[src/rtl/majority_voter.sv]
// Registered 2-of-3 majority voter with unanimity flag, one-hot dissent
// flag and a saturating count of non-unanimous votes.
module majority_voter #(
  parameter int CNT_W = 8
) (
  input  logic             clk,
  input  logic             rst,
  input  logic             A,
  input  logic             B,
  input  logic             C,
  input  logic             cnt_clr,
  output logic             F,
  output logic             unanimous,
  output logic [2:0]       dissent,
  output logic [CNT_W-1:0] dissent_cnt
);

  logic       maj;
  logic       unan;
  logic [2:0] dis;

  // An input dissents when it differs from both of the other two.
  always_comb begin
    maj  = (A & B) | (A & C) | (B & C);
    unan = (A & B & C) | (~A & ~B & ~C);
    dis  = {(C ^ A) & (C ^ B),
            (B ^ A) & (B ^ C),
            (A ^ B) & (A ^ C)};
  end

  // NOTE: non-blocking assignments keep every register sampling pre-edge values.
  always_ff @(posedge clk) begin
    if (rst) begin
      F           <= 1'b0;
      unanimous   <= 1'b0;
      dissent     <= 3'b000;
      dissent_cnt <= '0;
    end else begin
      F         <= maj;
      unanimous <= unan;
      dissent   <= dis;
      if (cnt_clr)
        dissent_cnt <= '0;
      else if (!unan && (dissent_cnt != {CNT_W{1'b1}}))
        dissent_cnt <= dissent_cnt + 1'b1;
    end
  end

endmodule

[config.mk]
export PLATFORM = sky130hd
export DESIGN_NAME = majority_voter
export DESIGN_NICKNAME = d
export VERILOG_FILES = /design/src/rtl/majority_voter.sv
export SDC_FILE = /design/constraint.sdc
export NUM_CORES = 1
export LEC_CHECK = 0
export ABC_AREA = 1
export CORE_MARGIN = 10
export CORE_UTILIZATION = 31
export DETAILED_ROUTE_END_ITERATION = 8
export SYNTH_ARGS = -nofsm -noshare
export SYNTH_HDL_FRONTEND = slang
export SYNTH_SLANG_ARGS = --single-unit
[constraint.sdc]
create_clock -name clk -period 3.05 [get_ports clk]
set_input_delay 0.61 -clock clk [delete_from_list [all_inputs] [get_ports clk]]
set_output_delay 0.61 -clock clk [all_outputs]
set_load 0.02 [all_outputs]
# Yosys cells after proc, flatten, opt, wreduce, memory -nomap -nowiden

Cells that the tools add are included.

Logic and storage cells: 27
Flip-flop bits (word level): 13

Reduce and logical (&&, ||, !) cells: 3
Bitwise logic cells: 18
$add $sub $neg: 1
Equal/unequal tests: 1

Operators with widths:

| cell                                        | number |
|---|---|
| AND 1 bit                                   | 9 |
| adder 8 x 1 -> 8 bit, second input constant | 1 |
| != test 8 bit, second input constant        | 1 |
| NOT 1 bit                                   | 3 |
| bitwise OR 1 bit                            | 3 |
| XOR 1 bit                                   | 3 |
| OR reduction 2 bit                          | 1 |
| logical AND 1 bit                           | 1 |
| logical NOT 1 bit                           | 1 |

# Logic depth before layout (Yosys ltp)

Gate-level depths: netlist of run 1.

Depth in word-level cells: 6
Gate-level depth with buffers: 10
Mapped depth without buffers: 10

# Least setup slack after synthesis of run 1

OpenSTA, ideal clock, no wires.

Path type: input to register
Start: input port A
End: register dissent_cnt[0]
Setup time: 113 ps
Path slack: 1635 ps
Arrival time: 1302 ps
Stages on the path: 10
Data required time: 2937 ps
Buffers on the path: 0
Path through: inv_1 ha_1 inv_1 nand2_1 nand2_1 nand2_2 inv_2 nand2_2 nand2_1 nor2_1

Longest elaborated chain between the ends: 6
Elaborated cells on any way between the ends: 8
Classes of those cells: bitwise: 6; reduce/logical: 2

Ends and longest elaborated chain:

| what                   | line | source |
|---|---|---|
| start: declaration     | 8    | `input logic A,` |
| NOT 1 bit              | 25   | `unan = (A & B & C) \| (~A & ~B & ~C);` |
| AND 1 bit (2 in a row) | 25   |  |
| bitwise OR 1 bit *     | 25   |  |
| logical NOT 1 bit *    | 44   | `else if (!unan && (dissent_cnt != {CNT_W{1'b1}}))` |
| logical AND 1 bit *    | 44   |  |
| end signal: assignment | 45   | `dissent_cnt <= dissent_cnt + 1'b1;` |
| end: declaration       | 15   | `output logic [CNT_W-1:0] dissent_cnt` |

Every way passes the cells marked *; elsewhere a longest branch is shown, timed or not.
A chain may end at the register's enable or synchronous reset.

# Final worst setup path of run 1

Start: register dissent_cnt[2]
End: output port dissent_cnt[2]

No word-level cell between the ends.

==> summary.md, run 1 <==
| Metric | Value |
|---|---|
| Run status | `complete, no violations` |
| Mean number of vias per cell | `approximately 4.4` |
| Compound-cell area share of the yosys netlist | `4.089%` |
| Yosys reg bits | `13` |
| Initial cell density of the core | `between 30% and 40%` |
| Total number of vias | `between 600 and 700` |
| Detailed-route DRC error count | `0` |
| Synth Flop Type | `sky130_fd_sc_hd__dfxtp_1` |
| Kind of start point of the critical path | `flop` |
| Number of fill cells in the layout | `between 200 and 250` |
| Number of cells upsized or downsized after cts | `0` |
| Seq. cell area | `approximately 260 um^2` |
| HPWL after DPL | `1229 um` |
| Mean area per synthesized cell | `between 6 and 7 um^2` |
| Maximum frequency from static timing analysis | `0.5076 GHz` |
| Top delay family on crit path | `buffers and inverters` |
| Weighted congestion at the end of routability-driven global placement | `approximately 0.83` |
| Number of unique standard cell types used by synthesis | `14` |
| Placeable core area | `0.002022 mm^2` |
| Register area share after synthesis | `38.66%` |
| Number of buffers inserted during clock tree synthesis | `3` |
| WL/cell | `slightly above 10 um` |
| Finished Core Util | `a little under half` |
| Final period util | `64.60%` |
| Critical Path, Cell by Cell | `clkdlybuf4s50_1` |
| Element type at the critical path end | `output port` |
| Total routing resource utilization after global routing | `7.415%` |
| Placed insts | `145` |
| I/O pin cnt | `19` |
| Buffer cell driving the clock tree root | `sky130_fd_sc_hd__clkbuf_4` |
| Detailed router's first-iteration violation count | `11` |
| Post-Syn Area | `673.1 um^2` |
| Initial antenna violation count | `0` |
| Pin count of the biggest net entering global routing | `9` |
| Area of the multi-input gates | `around 350 um^2` |
| Slew margin rel. | `approximately 64%` |
| Global-route wire length before repair | `~2500 um` |
| Xor/xnor share of the synthesized area | `0%` |
| Final Hold Fails | `0` |
| Final total negative setup slack | `0 ns` |
| Highest-delay cell along the critical path | `sky130_fd_sc_hd__clkdlybuf4s50_1` |
| Largest stage delay on the critical path | `0.65 ns` |
| Worst hold path type | `flop to flop` |
| Minimum setup slack among reg-to-reg paths | `between 1.5 and 2 ns` |
| Max H-tree Level | `1` |
| Grt ovf | `0` |
| Synth-to-Final Area Change | `35.69%` |
| Leak Pwr | `0.4247 nW` |
| Final setup skew | `0.0005258 ns` |
| Vias in the first global route | `between 500 and 600` |
| Post-CTS setup buffer count | `0` |
| Synthesized netlist net count | `about 110` |
| Largest fanout on the critical path | `6` |
| Standard-cell rows | `16` |
| Floorplan die area | `0.004436 mm^2` |
| Clock Latency Late Sink | `around 0.27 ns` |
| Count of pins over their slew limit | `0` |
| Post-synth EDFFs | `0` |
| Combinational family with the most area after synthesis | `simple AND/OR/NAND/NOR gates` |
| Synth async-reset ratio | `0%` |
| Area share of and/or/nand/nor cells after synthesis | `between 30% and 40%` |
| Post-Synthesis Cells | `100` |
| Number of violations of the max-capacitance limit | `0` |
| Portion of netlist area occupied by mux cells | `0%` |
| Post-synthesis adder-cell area fraction | `a little under a tenth` |
| Required time of the critical path | `between 2 and 2.5 ns` |
| Crit Path Category | `flop to output port` |
| P per Cell Area | `around 370 mW/mm^2` |
| Setup violations, final | `0` |
| Share of cells above drive strength 1 | `9.016%` |
| YS warnings | `0` |
| Port Buffers | `18` |
| Number of buffers and inverters on the critical path | `1` |
| Floorplan die height | `roughly 67 um` |
| Total number of nets in the final design | `about 130` |
| Final critical path time including I/O delays and setup | `1.970 ns` |
| Arrival @ worst endpoint | `1.36 ns` |
| Clock transition time at the flip-flop clock pins of the worst setup and hold paths | `0.08 ns` |
| Post-DRT Antenna Nets | `0` |
| Final wirelength | `between 1500 and 2000 um` |
| Number of antenna diodes | `0` |
| CTS tree | `done` |
| Post-cts hold buffer count | `0` |
| Final Non-Filler Cells | `roughly 150` |
| Maximum resistive drop on vdd | `0.0002083 V` |
| Actual transition at the worst max-transition pin | `~0.53 ns` |
| First drt pass iteration count | `4` |
| Unrepaired setup endpoints after global routing | `no` |
| Largest buffer count on any clock path | `2` |
| Chip width | `66.60 um` |
| # clock sinks | `13` |
## worst paths after layout
kind	depth (start not counted)	start	endpoint
worst min-delay path	2	dissent_cnt[4]$_SDFFE_PP0P_	dissent_cnt[4]$_SDFFE_PP0P_
worst max-delay path	1	dissent_cnt[2]$_SDFFE_PP0P_	dissent_cnt[2]
worst min register to register	2	dissent_cnt[4]$_SDFFE_PP0P_	dissent_cnt[4]$_SDFFE_PP0P_
worst max register to register	9	dissent_cnt[0]$_SDFFE_PP0P_	dissent_cnt[0]$_SDFFE_PP0P_
## state kept, by name (all words and copies together) (netlist names)
register	flops
dissent_cnt	8
unanimous	1
dissent	3
F	1
## metrics by stage
stage / setup slack, ns / instance area (um^2) / power (mW) / hold slack (ns)
floorplan: 1.635 / 673.1 / 0.2102 / 0.5725
global placement: 0.9897 / 887.1 / 0.2355 / 0.5077
detailed placement: 0.9703 / 887.1 / 0.2359 / 0.5171
CTS: 1.056 / 913.4 / 0.3464 / 0.5295
global route: 1.004 / 913.4 / 0.3626 / 0.5646
finish: 1.080 / 913.4 / 0.3370 / 0.5255
## where the power goes
group / switching (mW) / internal [mW]
registers: 0.00302 / 0.176
clock network: 0.0553 / 0.0506
logic: 0.0284 / 0.0241
total: 0.0867 / 0.250
## synth_stat cells, types with 2 or more instances
library cell	instances	share of area (%)
sky130_fd_sc_hd__a21oi_1	2	1.5
sky130_fd_sc_hd__dfxtp_1	13	39
sky130_fd_sc_hd__ha_1	5	9.3
sky130_fd_sc_hd__inv_1	17	9.5
sky130_fd_sc_hd__nand2_1	23	13
sky130_fd_sc_hd__nand2_2	4	3.7
sky130_fd_sc_hd__nand3_1	5	3.7
sky130_fd_sc_hd__nand4_1	2	1.9
sky130_fd_sc_hd__nor2_1	18	10
sky130_fd_sc_hd__nor2_2	3	2.8
sky130_fd_sc_hd__nor3_1	4	3.0
sky130_fd_sc_hd__o21ai_0	2	1.5
## logic make-up (layout without fill, tap and decap cells)
family | after synthesis | after routing
simple gates | 59 | 59
flops | 13 | 13
fa+ha+maj | 5 | 5
compound gates | 5 | 5
buf+inv | 18 | 40
## layout by cell type (no fill, tap or decap)
master,Yosys,final
sky130_fd_sc_hd__dfxtp_1,13,13
sky130_fd_sc_hd__clkbuf_1,0,1
sky130_fd_sc_hd__nand2_2,4,4
sky130_fd_sc_hd__inv_1,17,17
sky130_fd_sc_hd__o21ai_0,2,2
sky130_fd_sc_hd__nand4_1,2,2
sky130_fd_sc_hd__nor3_1,4,4
sky130_fd_sc_hd__clkbuf_4,0,3
sky130_fd_sc_hd__nor2_1,18,18
sky130_fd_sc_hd__a21oi_1,2,2
sky130_fd_sc_hd__clkdlybuf4s50_1,0,18
sky130_fd_sc_hd__a21boi_1,1,1
sky130_fd_sc_hd__inv_2,1,1
sky130_fd_sc_hd__nand3_1,5,5
sky130_fd_sc_hd__nand2_1,23,23
sky130_fd_sc_hd__ha_1,5,5
sky130_fd_sc_hd__nor2_2,3,3
## layer usage
| metal | track usage, % | vias to the layer above | routed length, um | share of wire (%) |
|---|---|---|---|---|
| li1 | - | 349 | - | - |
| met1 | 7.808 | 290 | 651 | 43 |
| met2 | 11.14 | 21 | 702 | 46 |
| met3 | 3.679 | 2 | 136 | 8.9 |
| met4 | 5.497 | 0 | 31 | 2.0 |
| met5 | 0 | - | 0 | 0 |
## layout make-up
type / instances / area share [%]
inverters: 18 / 7.397
multi-input cells: 69 / 37.81
flip-flops and latches: 13 / 28.49
clock buffers: 4 / 2.877
repair buffers: 18 / 19.73
well taps: 27 / 3.699
Power figures use the tool's default switching activity.
==> run 2, diff against run 1 <==
==> constraint.sdc (replaced) <==
create_clock -name clk -period 1.7 [get_ports clk]
set_input_delay 0.34 -clock clk [delete_from_list [all_inputs] [get_ports clk]]
set_output_delay 0.34 -clock clk [all_outputs]
set_load 0.02 [all_outputs]
==> run 2 against run 1 <==
  * Setup slack lost 1.0 ns
  * Clock power grew 77%
  * Worst hold slack gained 0.011 ns
  * Flip-flop and latch count is the same
  * Sequential share of layout area shrank 0.65 points
  * First-iteration DRC count grew 91%
  * Largest power group unchanged
==> summary.md, run 2 (synthesis gave the netlist of run 1 again) <==
| Metric | Value |
|---|---|
| Minimum setup slack among reg-to-reg paths | `0.30 ns (was 1.66 ns)` |
| Most frequent standard cell in the layout excluding fill and tap cells | `sky130_fd_sc_hd__nand2_1 (unchanged)` |
| Number of antenna diodes | `0 (unchanged)` |
| Critical Path Sink | `dissent_cnt[4] (was dissent_cnt[2])` |
| Standard-cell rows | `16 (unchanged)` |
| Global-route wire length before repair | `2484 um (was 2525 um)` |
| Weighted congestion at the end of routability-driven global placement | `0.8329 (was 0.8250)` |
| Crit Path Category | `flop to output port (unchanged)` |
| CTS tree | `done (unchanged)` |
| Highest-delay cell along the critical path | `sky130_fd_sc_hd__clkdlybuf4s50_1 (unchanged)` |
| Count of pins over their slew limit | `0 (unchanged)` |
| Placeable core area | `0.002022 mm^2 (unchanged)` |
| Mean number of vias per cell | `4.483 (was 4.443)` |
| WL/cell | `10.37 um (was 10.22 um)` |
| Cell count along the critical path | `1 (unchanged)` |
| Worst hold path type | `flop to flop (unchanged)` |
| Unrepaired setup endpoints after global routing | `no (unchanged)` |
| Final Hold Fails | `0 (unchanged)` |
| Top reg by flops | `dissent_cnt (unchanged)` |
| Floorplan die area | `0.004436 mm^2 (unchanged)` |
| Grt ovf | `0 (unchanged)` |
| Pin count of the biggest net entering global routing | `9 (unchanged)` |
| P per Cell Area | `647.2 mW/mm^2 (was 368.9 mW/mm^2)` |
| Share of cells above drive strength 1 | `11.29% (was 9.016%)` |
| Post-DRT Antenna Nets | `0 (unchanged)` |
| Worst reg2reg path startpoint | `dissent_cnt[0]$_SDFFE_PP0P_ (unchanged)` |
| Critical Path, Cell by Cell | `clkdlybuf4s50_1 (unchanged)` |
| Clock transition time at the flip-flop clock pins of the worst setup and hold paths | `0.08 ns (about the same)` |
| Number of buffers and inverters on the critical path | `1 (unchanged)` |
| Post-cts hold buffer count | `0 (unchanged)` |
| Critical Path Source | `dissent_cnt[4]$_SDFFE_PP0P_ (was dissent_cnt[2]$_SDFFE_PP0P_)` |
| Kind of start point of the critical path | `flop (unchanged)` |
| Detailed router's first-iteration violation count | `21 (was 11)` |
| Initial cell density of the core | `33.29% (unchanged)` |
| Port Buffers | `18 (unchanged)` |
| Clock Latency Late Sink | `0.27 ns (about the same)` |
| Total number of vias | `677 (was 662)` |
| Top delay family on crit path | `buffers and inverters (unchanged)` |
| Slew margin rel. | `84.70% (was 64.47%)` |
| Max H-tree Level | `1 (unchanged)` |
| Post-route standard cell area excluding fillers | `934.6 um^2 (was 913.4 um^2)` |
| Relative contribution of the clock network to total power | `31.0% (was 31.4%)` |
| Leak Pwr | `0.5023 nW (was 0.4247 nW)` |
| Total number of nets in the final design | `136 (was 134)` |
| Switching power | `0.1578 mW (was 0.08672 mW)` |
| Worst R2R End | `dissent_cnt[1]$_SDFFE_PP0P_ (was dissent_cnt[0]$_SDFFE_PP0P_)` |
| Largest buffer count on any clock path | `2 (unchanged)` |
| Required time of the critical path | `1.36 ns (was 2.44 ns)` |
| Number of buffers inserted during clock tree synthesis | `3 (unchanged)` |
| Registers with the highest flip-flop counts | `dissent_cnt: 8 flops, dissent: 3 flops (unchanged)` |
| Floorplan die height | `66.60 um (unchanged)` |
| Final setup skew | `0.006561 ns (was 0.0005258 ns)` |
| Largest stage delay on the critical path | `0.63 ns (was 0.65 ns)` |
| Detailed-route DRC error count | `0 (unchanged)` |
| Run status | `complete, no violations (unchanged)` |
| Arrival @ worst endpoint | `1.31 ns (was 1.36 ns)` |
| Total routing resource utilization after global routing | `7.420% (was 7.415%)` |
| Largest fanout on the critical path | `5 (was 6)` |
| I/O pin cnt | `19 (unchanged)` |
| Initial antenna violation count | `0 (unchanged)` |
| First drt pass iteration count | `4 (unchanged)` |
| Placed instance area | `902.1 um^2 (was 887.1 um^2)` |
| HPWL after DPL | `1284 um (was 1229 um)` |
| Final critical path time including I/O delays and setup | `1.650 ns` |
| Element type at the critical path end | `output port (unchanged)` |
| Maximum resistive drop on vdd | `0.0003796 V (was 0.0002083 V)` |
| Buffer cell driving the clock tree root | `sky130_fd_sc_hd__clkbuf_4 (unchanged)` |
| Number of violations of the max-capacitance limit | `0 (unchanged)` |
| Actual transition at the worst max-transition pin | `0.2291 ns (was 0.5310 ns)` |
| Final period util | `between 90% and 100%` |
| Int Pwr | `0.4471 mW (was 0.2503 mW)` |
| R2r worst-path depth | `8 (was 9)` |
| Hold Path Stages | `2 (unchanged)` |
| Finished Core Util | `46.23% (was 45.17%)` |
| Max reg flops | `8 (unchanged)` |
| Sequential share of power | `53.0% (about the same)` |
| Chip width | `66.60 um (unchanged)` |
| Final wirelength | `1566 um (was 1523 um)` |
| Vias in the first global route | `586 (was 593)` |
| Number of fill cells in the layout | `221 (was 212)` |
| Gate power share | `16.0% (was 15.6%)` |
| Net Sw Frac | `26.09% (was 25.74%)` |
| Maximum frequency from static timing analysis | `roughly 0.61 GHz` |
| Commonest non-fill, non-tap cells in the layout | `23 x sky130_fd_sc_hd__nand2_1, 18 x sky130_fd_sc_hd__nor2_1, 17 x sky130_fd_sc_hd__inv_1 (was 23 x sky130_fd_sc_hd__nand2_1, 18 x sky130_fd_sc_hd__nor2_1, 18 x sky130_fd_sc_hd__clkdlybuf4s50_1)` |
| Setup violations, final | `0 (unchanged)` |
| Total power draw | `0.6049 mW (was 0.3370 mW)` |
| # clock sinks | `13 (unchanged)` |
| Synth-to-Final Area Change | `38.85% (was 35.69%)` |
==> run 2: per-layer routing <==
layer  up-vias  wire length, um  part of all wire, %  global-route usage (%)
met5         -                0                    0                       0
met4         0               31                  2.0                   5.497
met3         2               98                  6.3                   3.344
met2         9              743                   47                   11.85
met1       312              692                   44                   7.446
li1        354                -                    -                       -
==> run 2: power groups by stage <==
| stage | Combinational [mW] | Clock, mW | Sequential [mW] |
|---|---|---|---|
| after detailed placement | 0.0993 | 0 | 0.328 |
| after global placement | 0.0982 | 0 | 0.328 |
| final | 0.0969 | 0.188 | 0.320 |
| after CTS | 0.0988 | 0.202 | 0.321 |
| after global routing | 0.108 | 0.216 | 0.322 |
| after floorplan | 0.0360 | 0 | 0.341 |
==> run 2: worst min path at each step <==
stage / endpoint / from / slack, ns
floorplan: F$_SDFF_PP0_ / rst / 0.41
CTS: dissent_cnt[4]$_SDFFE_PP0P_ / dissent_cnt[4]$_SDFFE_PP0P_ / 0.54
finish: dissent_cnt[6]$_SDFFE_PP0P_ / dissent_cnt[6]$_SDFFE_PP0P_ / 0.54
detailed placement: dissent_cnt[4]$_SDFFE_PP0P_ / dissent_cnt[4]$_SDFFE_PP0P_ / 0.53
global route: dissent_cnt[4]$_SDFFE_PP0P_ / dissent_cnt[4]$_SDFFE_PP0P_ / 0.56
global placement: dissent_cnt[4]$_SDFFE_PP0P_ / dissent_cnt[4]$_SDFFE_PP0P_ / 0.51
==> run 2: cell type report <==
class                   instances  area (um^2)  area share, %
flip-flops and latches         13        260.3          27.84
multi-input cells              69        345.3          36.95
repair buffers                 20        200.2          21.42
inverters                      18        67.56          7.229
clock inverters                 1        5.005         0.5355
clock buffers                   3        22.52          2.410
well taps                      27        33.78          3.614
==> run 2: metrics by stage <==
stage               TNS [ns]  std cells  worst slack, ns  hold WS, ns
detailed placement   -0.4442        147          -0.1132       0.5273
finish                     0        151          0.04955       0.5364
global placement     -0.3290        147         -0.09133       0.5062
floorplan                  0        100           0.3215       0.4091
CTS                        0        151          0.02416       0.5390
global route               0        151         0.004060       0.5562
==> run 2: repair_timing <==
action,in CTS,in global routing
setup endpoints to repair,2,3
hold endpoints to repair,0,0
buffers inserted,0,0
gates resized for setup,2,3
==> run 3, diff against run 2 <==
--- a/config.mk
+++ b/config.mk
@@ -9,6 +9,7 @@
 export CORE_MARGIN = 10
 export CORE_UTILIZATION = 31
 export DETAILED_ROUTE_END_ITERATION = 8
+export GPL_ROUTABILITY_DRIVEN = 1
 export SYNTH_ARGS = -nofsm -noshare
 export SYNTH_HDL_FRONTEND = slang
 export SYNTH_SLANG_ARGS = --single-unit
==> results of run 3 <==
Final layout, timing and power as in run 2 (identical DEF).
